===== src/rtl/regfile_wb_arbiter.sv =====
// Round-robin write-back arbiter for the 32-entry regfile plus destination busy scoreboard.
// 1-cycle grant-to-we_po latency, no output back-pressure; WB_R0_DISCARD_EN makes R0 writes/reservations no-ops.
module regfile_wb_arbiter #(
  parameter int NUM_REQ = 3,
  parameter int REG_W   = 5,
  parameter int DATA_W  = 32
) (
  input  logic                      clk_pi,
  input  logic                      reset_n_pi,
  input  logic [NUM_REQ-1:0]        valid_pi,
  input  logic [NUM_REQ*REG_W-1:0]  destReg_pi,
  input  logic [NUM_REQ*DATA_W-1:0] data_pi,
  output logic [NUM_REQ-1:0]        ready_po,
  input  logic                      reserve_pi,
  input  logic [REG_W-1:0]          reserveReg_pi,
  input  logic [REG_W-1:0]          reg1_pi,
  input  logic [REG_W-1:0]          reg2_pi,
  output logic                      busy1_po,
  output logic                      busy2_po,
  output logic                      we_po,
  output logic [REG_W-1:0]          destReg_po,
  output logic [DATA_W-1:0]         writeData_po
);

  localparam int PTR_W    = (NUM_REQ > 1) ? $clog2(NUM_REQ) : 1;
  localparam int NUM_REGS = 1 << REG_W;

  logic [PTR_W-1:0]    ptr_q, ptr_d;
  logic                we_q, we_d;
  logic [REG_W-1:0]    dest_q, dest_d;
  logic [DATA_W-1:0]   data_q, data_d;
  logic [NUM_REGS-1:0] busy_q, busy_d;

  logic                gnt_vld;
  int                  gnt_sel;
  int                  search_idx;
  int                  ptr_nxt;
  logic [REG_W-1:0]    gnt_dest;
  logic [DATA_W-1:0]   gnt_data;

  // First valid requester at or after ptr, wrapping, wins.
  always_comb begin
    gnt_vld    = 1'b0;
    gnt_sel    = 0;
    search_idx = 0;
    for (int k = 0; k < NUM_REQ; k++) begin
      search_idx = int'(ptr_q) + k;
      if (search_idx >= NUM_REQ) search_idx = search_idx - NUM_REQ;
      if (!gnt_vld && valid_pi[search_idx]) begin
        gnt_vld = 1'b1;
        gnt_sel = search_idx;
      end
    end
  end

  always_comb begin
    ready_po = '0;
    gnt_dest = '0;
    gnt_data = '0;
    for (int i = 0; i < NUM_REQ; i++) begin
      if (gnt_vld && (i == gnt_sel)) begin
        ready_po[i] = 1'b1;
        gnt_dest    = destReg_pi[i*REG_W +: REG_W];
        gnt_data    = data_pi[i*DATA_W +: DATA_W];
      end
    end
  end

  always_comb begin
    ptr_nxt = gnt_sel + 1;
    if (ptr_nxt >= NUM_REQ) ptr_nxt = 0;
    ptr_d = gnt_vld ? PTR_W'(ptr_nxt) : ptr_q;

`ifdef WB_R0_DISCARD_EN
    we_d = gnt_vld && (gnt_dest != '0);
`else
    we_d = gnt_vld;
`endif
    dest_d = dest_q;
    data_d = data_q;
    if (we_d) begin
      dest_d = gnt_dest;
      data_d = gnt_data;
    end
  end

  // Clear on the edge the regfile captures the write; a same-edge reservation is younger and wins.
  always_comb begin
    busy_d = busy_q;
    if (we_q) busy_d[dest_q] = 1'b0;
`ifdef WB_R0_DISCARD_EN
    if (reserve_pi && (reserveReg_pi != '0)) busy_d[reserveReg_pi] = 1'b1;
`else
    if (reserve_pi) busy_d[reserveReg_pi] = 1'b1;
`endif
  end

  always_ff @(posedge clk_pi or negedge reset_n_pi) begin
    if (!reset_n_pi) begin
      ptr_q  <= '0;
      we_q   <= 1'b0;
      dest_q <= '0;
      data_q <= '0;
      busy_q <= '0;
    end else begin
      ptr_q  <= ptr_d;
      we_q   <= we_d;
      dest_q <= dest_d;
      data_q <= data_d;
      busy_q <= busy_d;
    end
  end

  assign we_po        = we_q;
  assign destReg_po   = dest_q;
  assign writeData_po = data_q;

`ifdef WB_R0_DISCARD_EN
  assign busy1_po = (reg1_pi != '0) && busy_q[reg1_pi];
  assign busy2_po = (reg2_pi != '0) && busy_q[reg2_pi];
`else
  assign busy1_po = busy_q[reg1_pi];
  assign busy2_po = busy_q[reg2_pi];
`endif

endmodule

===== config.mk =====
export PLATFORM = sky130hd
export DESIGN_NAME = regfile_wb_arbiter
export DESIGN_NICKNAME = d
export VERILOG_FILES = /design/src/rtl/regfile_wb_arbiter.sv
export SDC_FILE = /design/constraint.sdc
export NUM_CORES = 1
export LEC_CHECK = 0
export CAP_MARGIN = 0
export CORE_MARGIN = 8
export CORE_UTILIZATION = 45
export DETAILED_ROUTE_END_ITERATION = 8
export DONT_BUFFER_PORTS = 1
export GPL_TIMING_DRIVEN = 1
export PLACE_DENSITY_LB_ADDON = 0.3
export SLEW_MARGIN = 20
export SYNTH_ARGS = -nofsm -noshare
export SYNTH_HDL_FRONTEND = slang
export SYNTH_SLANG_ARGS = --single-unit

===== constraint.sdc =====
create_clock -name clk_pi -period 8.35 [get_ports clk_pi]
set_input_delay 0.835 -clock clk_pi [delete_from_list [all_inputs] [get_ports clk_pi]]
set_output_delay 0.835 -clock clk_pi [all_outputs]
set_load 0.005 [all_outputs]

; ---- After elaboration in Yosys (flattened, before gate mapping)
; Index checks and enable logic that the tools add are counted.
[op_classes]
n_addsub = 6
n_lt_le_gt_ge = 13
eq_ne = 2
muxes = 38
n_bitwise = 3
n_reduce_logical = 10
[op_table]
columns = cell, count
row1 = 2-to-1 mux 32 bit, 11
row2 = less-than comparator 32 x 4 -> 1 bit (second input constant), 3
row3 = adder 32 x 2 -> 32 bit (second input constant), 1
row4 = bitwise AND 32 bit, 1
row5 = == test 2 x 32 -> 1 bit (first input constant), 1
row6 = == test 3 x 32 -> 1 bit (first input constant), 1
row7 = greater-or-equal comparator 32 x 3 -> 1 bit (second input constant), 1
row8 = logical NOT 32 bit, 1
row9 = NOT 32 bit, 1
row10 = bitwise OR 32 bit, 1
row11 = less-than comparator 5 x 6 -> 1 bit (second input constant), 4
row12 = 2-to-1 mux 1 bit, 16
row13 = 2-to-1 mux 5 bit, 3
row14 = binary-select mux 1 bit (select 5 bit), 2
row15 = demux 1 bit (select 5 bit), 2
row16 = greater-or-equal comparator 5 x 1 -> 1 bit (second input constant), 2
row17 = subtractor 3 x 2 -> 4 bit (second input constant), 2
row18 = logical AND 1 bit, 7
row19 = binary-select mux 1 bit (select 2 bit), 3
row20 = greater-or-equal comparator 3 x 2 -> 1 bit (second input constant), 2
row21 = adder 2 x 1 -> 3 bit (second input constant), 1
row22 = adder 2 x 2 -> 3 bit (second input constant), 1
row23 = subtractor 2 x 2 -> 3 bit (second input constant), 1
row24 = greater-or-equal comparator 2 bit (second input constant), 1
row25 = other kinds (2), 3
[word_totals]
regBits = 72
in_bits = 132
out_inout_bits = 43
elab_cells = 77

; ---- Longest topological paths before layout
; Gate-level depths: netlist of run 1.
[depth]
depth_word = 17
depth_mapped = 17

; ---- Worst setup path after synthesis of run 1
; OpenSTA, ideal clock, no wires.
[synth_timing]
path_kind = in2out
from = input valid_pi[0]
to = output ready_po[2]
t_arrival_ns = 3.039
path_slack_ns = 4.476
cell_stages = 13
path_cell_list = mux2_4 a21o_4 nor2_1 o22a_1 a41oi_1 inv_1 ha_1 clkbuf_1 clkinv_1 o31a_1 buf_2 buf_2 inv_1
[synth_via]
elab_chain_cells = 13
elab_cells_between_ends = 22
cone_classes = eq/ne (1) / mux (16) / reduce/logical (5)
[synth_rtl]
columns = element, line_no
row1 = "start, declared", 10  ; input logic [NUM_REQ-1:0] valid_pi,
row2 = binary-select mux 1 bit (select 2 bit), 49  ; if (!gnt_vld && valid_pi[search_idx]) begin
row3 = 2-to-1 mux 1 bit (not written as such) (2 in a row), 49
row4 = 2-to-1 mux 1 bit, 49
row5 = logical NOT 1 bit, 49
row6 = logical AND 1 bit, 49
row7 = 2-to-1 mux 1 bit, 49
row8 = logical NOT 1 bit, 49
row9 = logical AND 1 bit, 49
row10 = 2-to-1 mux 32 bit, 49
row11 = == test 3 x 32 -> 1 bit, 61  ; if (gnt_vld && (i == gnt_sel)) begin
row12 = logical AND 1 bit *, 61
row13 = 2-to-1 mux 1 bit *, 61
row14 = "end, declared", 13  ; output logic [NUM_REQ-1:0] ready_po,
; Mark *: on every way between the ends. The rest lies on a longest branch, timed or not. The select of a mux whose other input is x is not followed.

; ---- Worst setup path in the final report of run 1
[layout_timing]
from = register ptr_q[1]
to = output ready_po[2]
[layout_via]
elab_chain_cells = 15
elab_cells_between_ends = 33
cone_classes = add/sub (5) / order compare (3) / eq/ne (1) / mux (19) / reduce/logical (5)
[layout_rtl]
columns = element, line_no
row1 = "start, declared", 28  ; logic [PTR_W-1:0] ptr_q, ptr_d;
row2 = "start signal, assigned", 106  ; ptr_q <= ptr_d;
row3 = branches (longest 13 deep; another with subtractor 3 x 2 -> 4 bit), --
row4 = logical AND 1 bit *, 61
row5 = 2-to-1 mux 1 bit *, 61
; Every way passes the cells marked *. The select of a mux whose other input is x is not followed.

==> impl_metrics.json, run 1 <==
{
  "status": "finished clean",
  "power_frac_clock": 0.121,
  "ctsHoldBuffers": 0,
  "grtUsageTotal": 0.2096,
  "power_frac_comb": 0.545,
  "drv_cap": 0,
  "clk_pin_slew_ps": 80,
  "switchingPower_uw": 967.4,
  "antenna_found_initial": 0,
  "max_freq_mhz": 183.3,
  "post_drt_wl_per_cell_um": 23.36,
  "avgSynthCellArea_um2": 9.349,
  "clkSinkCount": 72,
  "die-height_um": 116.2,
  "r2r_start": "ptr_q[1]$_DFFE_PN0P_",
  "syn-cell-area_um2": 4516,
  "start_util": 0.4620,
  "rows": 36,
  "area_growth_pct": 5.320,
  "ff2ff_path_depth": 13,
  "grt_overflow": 0,
  "yosys_register_bits": 72,
  "crit_path_start_kind": "register",
  "holdCritPathClass": "input pin to async pin",
  "ir_drop_uv": 227.9,
  "ant_nets": 0,
  "p_leak_uw": 0.001931,
  "fin_crit_sh": 0.6532,
  "grt_max_degree": 73,
  "finalWirelength_um": 14130,
  "maxSlewViolCount": 0,
  "cts_buffers": 9,
  "layout.nets": 615,
  "rrSetupSlack_ps": 3790,
  "finClkSkew_ps": 7.913,
  "tightestPinTransition_ps": 1091,
  "rsz0062_at_grt": "no",
  "worstSetupPathType": "register to output pin",
  "r2r-end": "writeData_po[1]$_DFFE_PN0P_",
  "die-area_um2": 13500,
  "worstPathMaxFanout": 27,
  "layout-drive-gt1-share": 0.1208,
  "ys_async_sr_fraction": 1.000,
  "ys_types": 49,
  "place_congestion": 0.9070,
  "final.setup.worst_slack_ps": 2895,
  "grt_pass1_wl_um": 21770,
  "drt_pass1_iterations": 5,
  "h-tree-depth": 3,
  "hpwl_um": 10340,
  "worstPathRequired_ps": 7520,
  "syn_inst": 483,
  "switching_share": 0.4653,
  "synth-main-ff-cell": "dfrtp_1",
  "cts_resized": 0,
  "boundaryPins": 175,
  "final_hold_viol_count": 0,
  "drt_iter0_markers": 261,
  "dr_total_vias": 3953,
  "synth_warnings": 0,
  "slew_headroom": 0.2727,
  "crit_path_end_kind": "output pin",
  "cts_setup_buffers": 0,
  "numPortBuffers": 0,
  "antenna_cells": 0,
  "grt_pass1_vias": 4043,
  "cts_buffer_depth": 2,
  "tns_ps": 0,
  "cts_root_buffer": "clkbuf_8",
  "min_period_ps": 5455,
  "cts_tree": "yes",
  "seq_area_frac_synth": 0.3990,
  "fp.dieW_um": 116.2,
  "seqPwrFrac": 0.334,
  "clock_latency_ps": 350,
  "synth_edf_count": 0,
  "cp.arrival_ps": 4620,
  "powerDensity_nw_per_um2": 437.2,
  "route.detailed.drc": 0,
  "viasPerCell": 6.534,
  "setup_violations": 0,
  "p_int_uw": 1112,
  "core_region_area_um2": 9774,
  "post-place-ws_ps": 3327
}
## worst max path at each step
| stage | start | to | slack (ps) | cells past startpoint |
|---|---|---|---|---|
| after detailed placement | ptr_q[1]$_DFFE_PN0P_ | ready_po[2] | 3330 | 12 |
| after global placement | ptr_q[1]$_DFFE_PN0P_ | ready_po[2] | 3420 | 12 |
| after floorplan | valid_pi[0] | ready_po[2] | 4480 | 13 |
| final | ptr_q[1]$_DFFE_PN0P_ | ready_po[2] | 2900 | 12 |
| after global routing | ptr_q[0]$_DFFE_PN0P_ | ready_po[2] | 2560 | 12 |
| after CTS | ptr_q[1]$_DFFE_PN0P_ | ready_po[2] | 2920 | 12 |
## state kept, by name, summed over array words and instances (netlist names)
register	count
writeData_po	32
busy_q	32
ptr_q	2
we_po	1
destReg_po	5
## kinds of logic (layout without fill, tap and decap cells)
logic type | count (synthesis) | after routing | synth area share
flops | 72 | 72 | 0.3990
buf+inv | 43 | 27 | 0.03907
simple gates | 154 | 154 | 0.1568
compound gates | 171 | 171 | 0.2444
fa+ha+maj | 16 | 16 | 0.04433
mux | 26 | 26 | 0.1155
other cells | 1 | 6 | 0.0008305
## layer usage
layer | track usage | up-vias | wire (µm)
li1 | - | 1762 | -
met1 | 0.2487 | 1919 | 5457
met2 | 0.3295 | 243 | 6586
met3 | 0.08532 | 29 | 1772
met4 | 0.08902 | 0 | 318
met5 | 0 | - | 0
## stage by stage
| stage | power, µW | utilization | instance area, µm² | hold slack [ps] | instances |
|---|---|---|---|---|---|
| 2_1_floorplan | 1566 | - | 4534 | 481.2 | 488 |
| 3_3_place_gp | 1794 | 0.4689 | 4583 | 500.6 | 589 |
| 3_5_place_dp | 1837 | 0.4689 | 4583 | 517.5 | 589 |
| 4_1_cts | 2087 | 0.4866 | 4756 | 151.9 | 605 |
| 5_1_grt | 2260 | 0.4866 | 4756 | 147.4 | 605 |
| 6_report | 2079 | 0.4866 | 4756 | 173.2 | 605 |
## final cells by class
class / instances / area [µm²]
fill: 930 / 5019
multi-input combinational: 373 / 2562
sequential: 72 / 1802
tap: 133 / 166.4
clock buffer: 10 / 127.6
clock inverter: 6 / 45.04
inverter: 8 / 30.03
timing repair buffer: 3 / 22.52
## cells in the mapped netlist (9+ instances only)
cell | instances | area [µm²]
o21ai_0 | 79 | 395.4
nand2_1 | 78 | 292.8
dfrtp_1 | 72 | 1802
nor2_1 | 40 | 150.1
a221oi_1 | 25 | 219.0
o22ai_1 | 25 | 156.4
clkbuf_1 | 21 | 78.83
mux4_2 | 20 | 450.4
ha_1 | 16 | 200.2
a22o_1 | 12 | 105.1
buf_2 | 12 | 60.06
nand3b_1 | 12 | 90.09
a21oi_1 | 9 | 45.04
## power by group through the flow
stage          Sequential, µW  Combinational (µW)  Clock [µW]
2_1_floorplan             625                 940           0
3_3_place_gp              697                1100           0
3_5_place_dp              701                1140           0
4_1_cts                   697                1130         259
5_1_grt                   718                1270         274
6_report                  695                1130         251
## cells in the final DEF (no fill, tap or decap), types with 4 or more instances in the layout
| master | instances |
|---|---|
| a22oi_1 | 4 |
| nand3_1 | 4 |
| a21oi_1 | 9 |
| ha_1 | 16 |
| o21ai_0 | 79 |
| conb_1 | 6 |
| inv_1 | 6 |
| clkbuf_8 | 9 |
| nor2_1 | 40 |
| a221oi_1 | 25 |
| mux4_2 | 20 |
| a22o_1 | 12 |
| nand2_1 | 78 |
| dfrtp_1 | 72 |
| or3b_2 | 6 |
| nand3b_1 | 12 |
| o22ai_1 | 25 |
## critical path: stages, from the launching register on
cell and delay [ps]:
dfrtp_1 440, inv_1 110, ha_1 480, mux2i_2 470
nor2_1 90, o22a_1 190, a41oi_1 410, inv_1 130
ha_1 490, clkinv_1 120, buf_4 290, o31a_1 880
inv_1 150
No activity file was read; power rests on OpenSTA's default activity.
==> run 2: changes to the inputs <==
==> constraint.sdc (replaced) <==
create_clock -name clk_pi -period 5 [get_ports clk_pi]
set_input_delay 0.5 -clock clk_pi [delete_from_list [all_inputs] [get_ports clk_pi]]
set_output_delay 0.5 -clock clk_pi [all_outputs]
set_load 0.005 [all_outputs]
==> impl_metrics.json, run 2 (synthesized netlist as in run 1, its figures left out) <==
{
  "grt_overflow": 0,
  "route.detailed.drc": 0,
  "final_cell_mix": "79 x o21ai_0, 78 x nand2_1, 72 x dfrtp_1",
  "cts_setup_buffers": 0,
  "r2r_start": "ptr_q[1]$_DFFE_PN0P_",
  "core_region_area_um2": 9774,
  "numPortBuffers": 0,
  "max_freq_mhz": 236.8,
  "start_util": 0.4620,
  "ff2ff_path_depth": 14,
  "fin_crit_sh": 0.8446,
  "rsz0062_at_grt": "no",
  "ant_nets": 0,
  "final.setup.worst_slack_ps": 777.1,
  "multiInputGateArea_um2": 2562,
  "cts_buffer_depth": 2,
  "place_congestion": 0.8137,
  "final_hold_viol_count": 0,
  "grt_pass1_wl_um": 22280,
  "finalPower_uw": 3678,
  "busiest_layer": "met2",
  "clkSinkCount": 72,
  "drt_pass1_iterations": 5,
  "holdCritPathClass": "input pin to async pin",
  "grt_use_met1": 0.2428,
  "worstPathRequired_ps": 4500,
  "die-area_um2": 13500,
  "drv_cap": 0,
  "crit_path_start_kind": "register",
  "rrSetupSlack_ps": 1090,
  "antenna_cells": 0,
  "drt_iter0_markers": 276,
  "ir_drop_uv": 314.9,
  "clock_latency_ps": 350,
  "antenna_found_initial": 0,
  "grt_pass1_vias": 4106,
  "slew_headroom": 0.2731,
  "met2_usage": 0.3480,
  "layout.nets": 619,
  "grtUsageTotal": 0.2124,
  "crit_path_max_incr_delay_ps": 590,
  "grtUsageMet3": 0.09152,
  "boundaryPins": 175,
  "status": "finished clean",
  "worstPathMaxFanout": 27,
  "tns_ps": 0,
  "setup_violations": 0,
  "hpwl_um": 10360,
  "die-height_um": 116.2,
  "tightestPinTransition_ps": 1090,
  "area_growth_pct": 8.202,
  "cp_cell_sequence": "inv_1, ha_1, mux2i_2, a41oi_1, inv_1, ha_1, clkinv_1, o31a_1, inv_1",
  "post_drt_wl_per_cell_um": 23.39,
  "p_leak_uw": 0.002002,
  "fp.dieW_um": 116.2,
  "powerDensity_nw_per_um2": 752.7,
  "dr_total_vias": 3882,
  "cp.arrival_ps": 3720,
  "clk_pin_slew_ps": 80,
  "post-place-ws_ps": 1112,
  "h-tree-depth": 3,
  "cts_buffers": 9,
  "cts_tree": "yes",
  "critPathMostFrequentCell": "inv_1",
  "cp_slowest_cell": "clkinv_1",
  "cts_root_buffer": "clkbuf_8",
  "finalWirelength_um": 14250,
  "fill_cells": 882,
  "viasPerCell": 6.374,
  "r2r-end": "writeData_po[28]$_DFFE_PN0P_",
  "regArea_um2": 1802,
  "final_common_cell": "o21ai_0",
  "min_period_ps": 4223,
  "grt_max_degree": 73,
  "finClkSkew_ps": 6.709,
  "maxSlewViolCount": 0,
  "layout-drive-gt1-share": 0.1303,
  "worstSetupPathType": "register to output pin",
  "crit_path_end_kind": "output pin",
  "rows": 36
}
## run 2: repair_timing
item / CTS / global route
gates resized for setup: 0 / 0
hold buffers: 1 / 0
hold endpoints to repair: 72 / 0
## run 2: worst max-delay path by stage
stage                     slack [ps]  depth (start not counted)                 start                           end
after floorplan                 1520                         15  ptr_q[1]$_DFFE_PN0P_                   ready_po[2]
after global placement          1250                         14  ptr_q[1]$_DFFE_PN0P_  writeData_po[28]$_DFFE_PN0P_
after detailed placement        1110                         11  ptr_q[1]$_DFFE_PN0P_  writeData_po[22]$_DFFE_PN0P_
after CTS                        750                          9  ptr_q[1]$_DFFE_PN0P_                   ready_po[2]
after global routing             540                          9  ptr_q[1]$_DFFE_PN0P_                   ready_po[2]
final                            780                          9  ptr_q[1]$_DFFE_PN0P_                   ready_po[2]
## run 2: worst max-delay path: cells and delay by family (launching register included)
family / cells / cell delay (ps)
buf+inv: 4 / 940
fa+ha+maj: 2 / 640
flops: 1 / 440
compound gates: 2 / 850
mux: 1 / 490
## run 2: where the power goes
group | total (µW) | switching (µW) | internal, µW | leakage [µW]
Clock | 584 | 236 | 348 | 0.000123
Sequential | 1160 | 280 | 885 | 0.000852
Combinational | 1930 | 1110 | 816 | 0.00103
## run 2: layout make-up
class,count,area share
clock inverters,6,0.02356
well taps,133,0.03406
clock buffers,10,0.02817
multi-input cells,373,0.5245
flip-flops and latches,72,0.3688
repair buffers,7,0.01485
inverters,8,0.006146
## run 2: routing by layer
layer	routed length, µm	vias to the layer above
met5	0	-
met4	228	0
met3	1762	21
met2	6843	227
met1	5411	1868
li1	-	1766
## run 2: through the flow
| step | area, µm² | instances | hold slack [ps] | util |
|---|---|---|---|---|
| 2_1_floorplan | 4534 | 488 | 204.4 | - |
| 3_3_place_gp | 4606 | 592 | 207.7 | 0.4712 |
| 3_5_place_dp | 4606 | 592 | 207.8 | 0.4712 |
| 4_1_cts | 4886 | 609 | 42.18 | 0.4999 |
| 5_1_grt | 4886 | 609 | 22.47 | 0.4999 |
| 6_report | 4886 | 609 | 20.81 | 0.4999 |
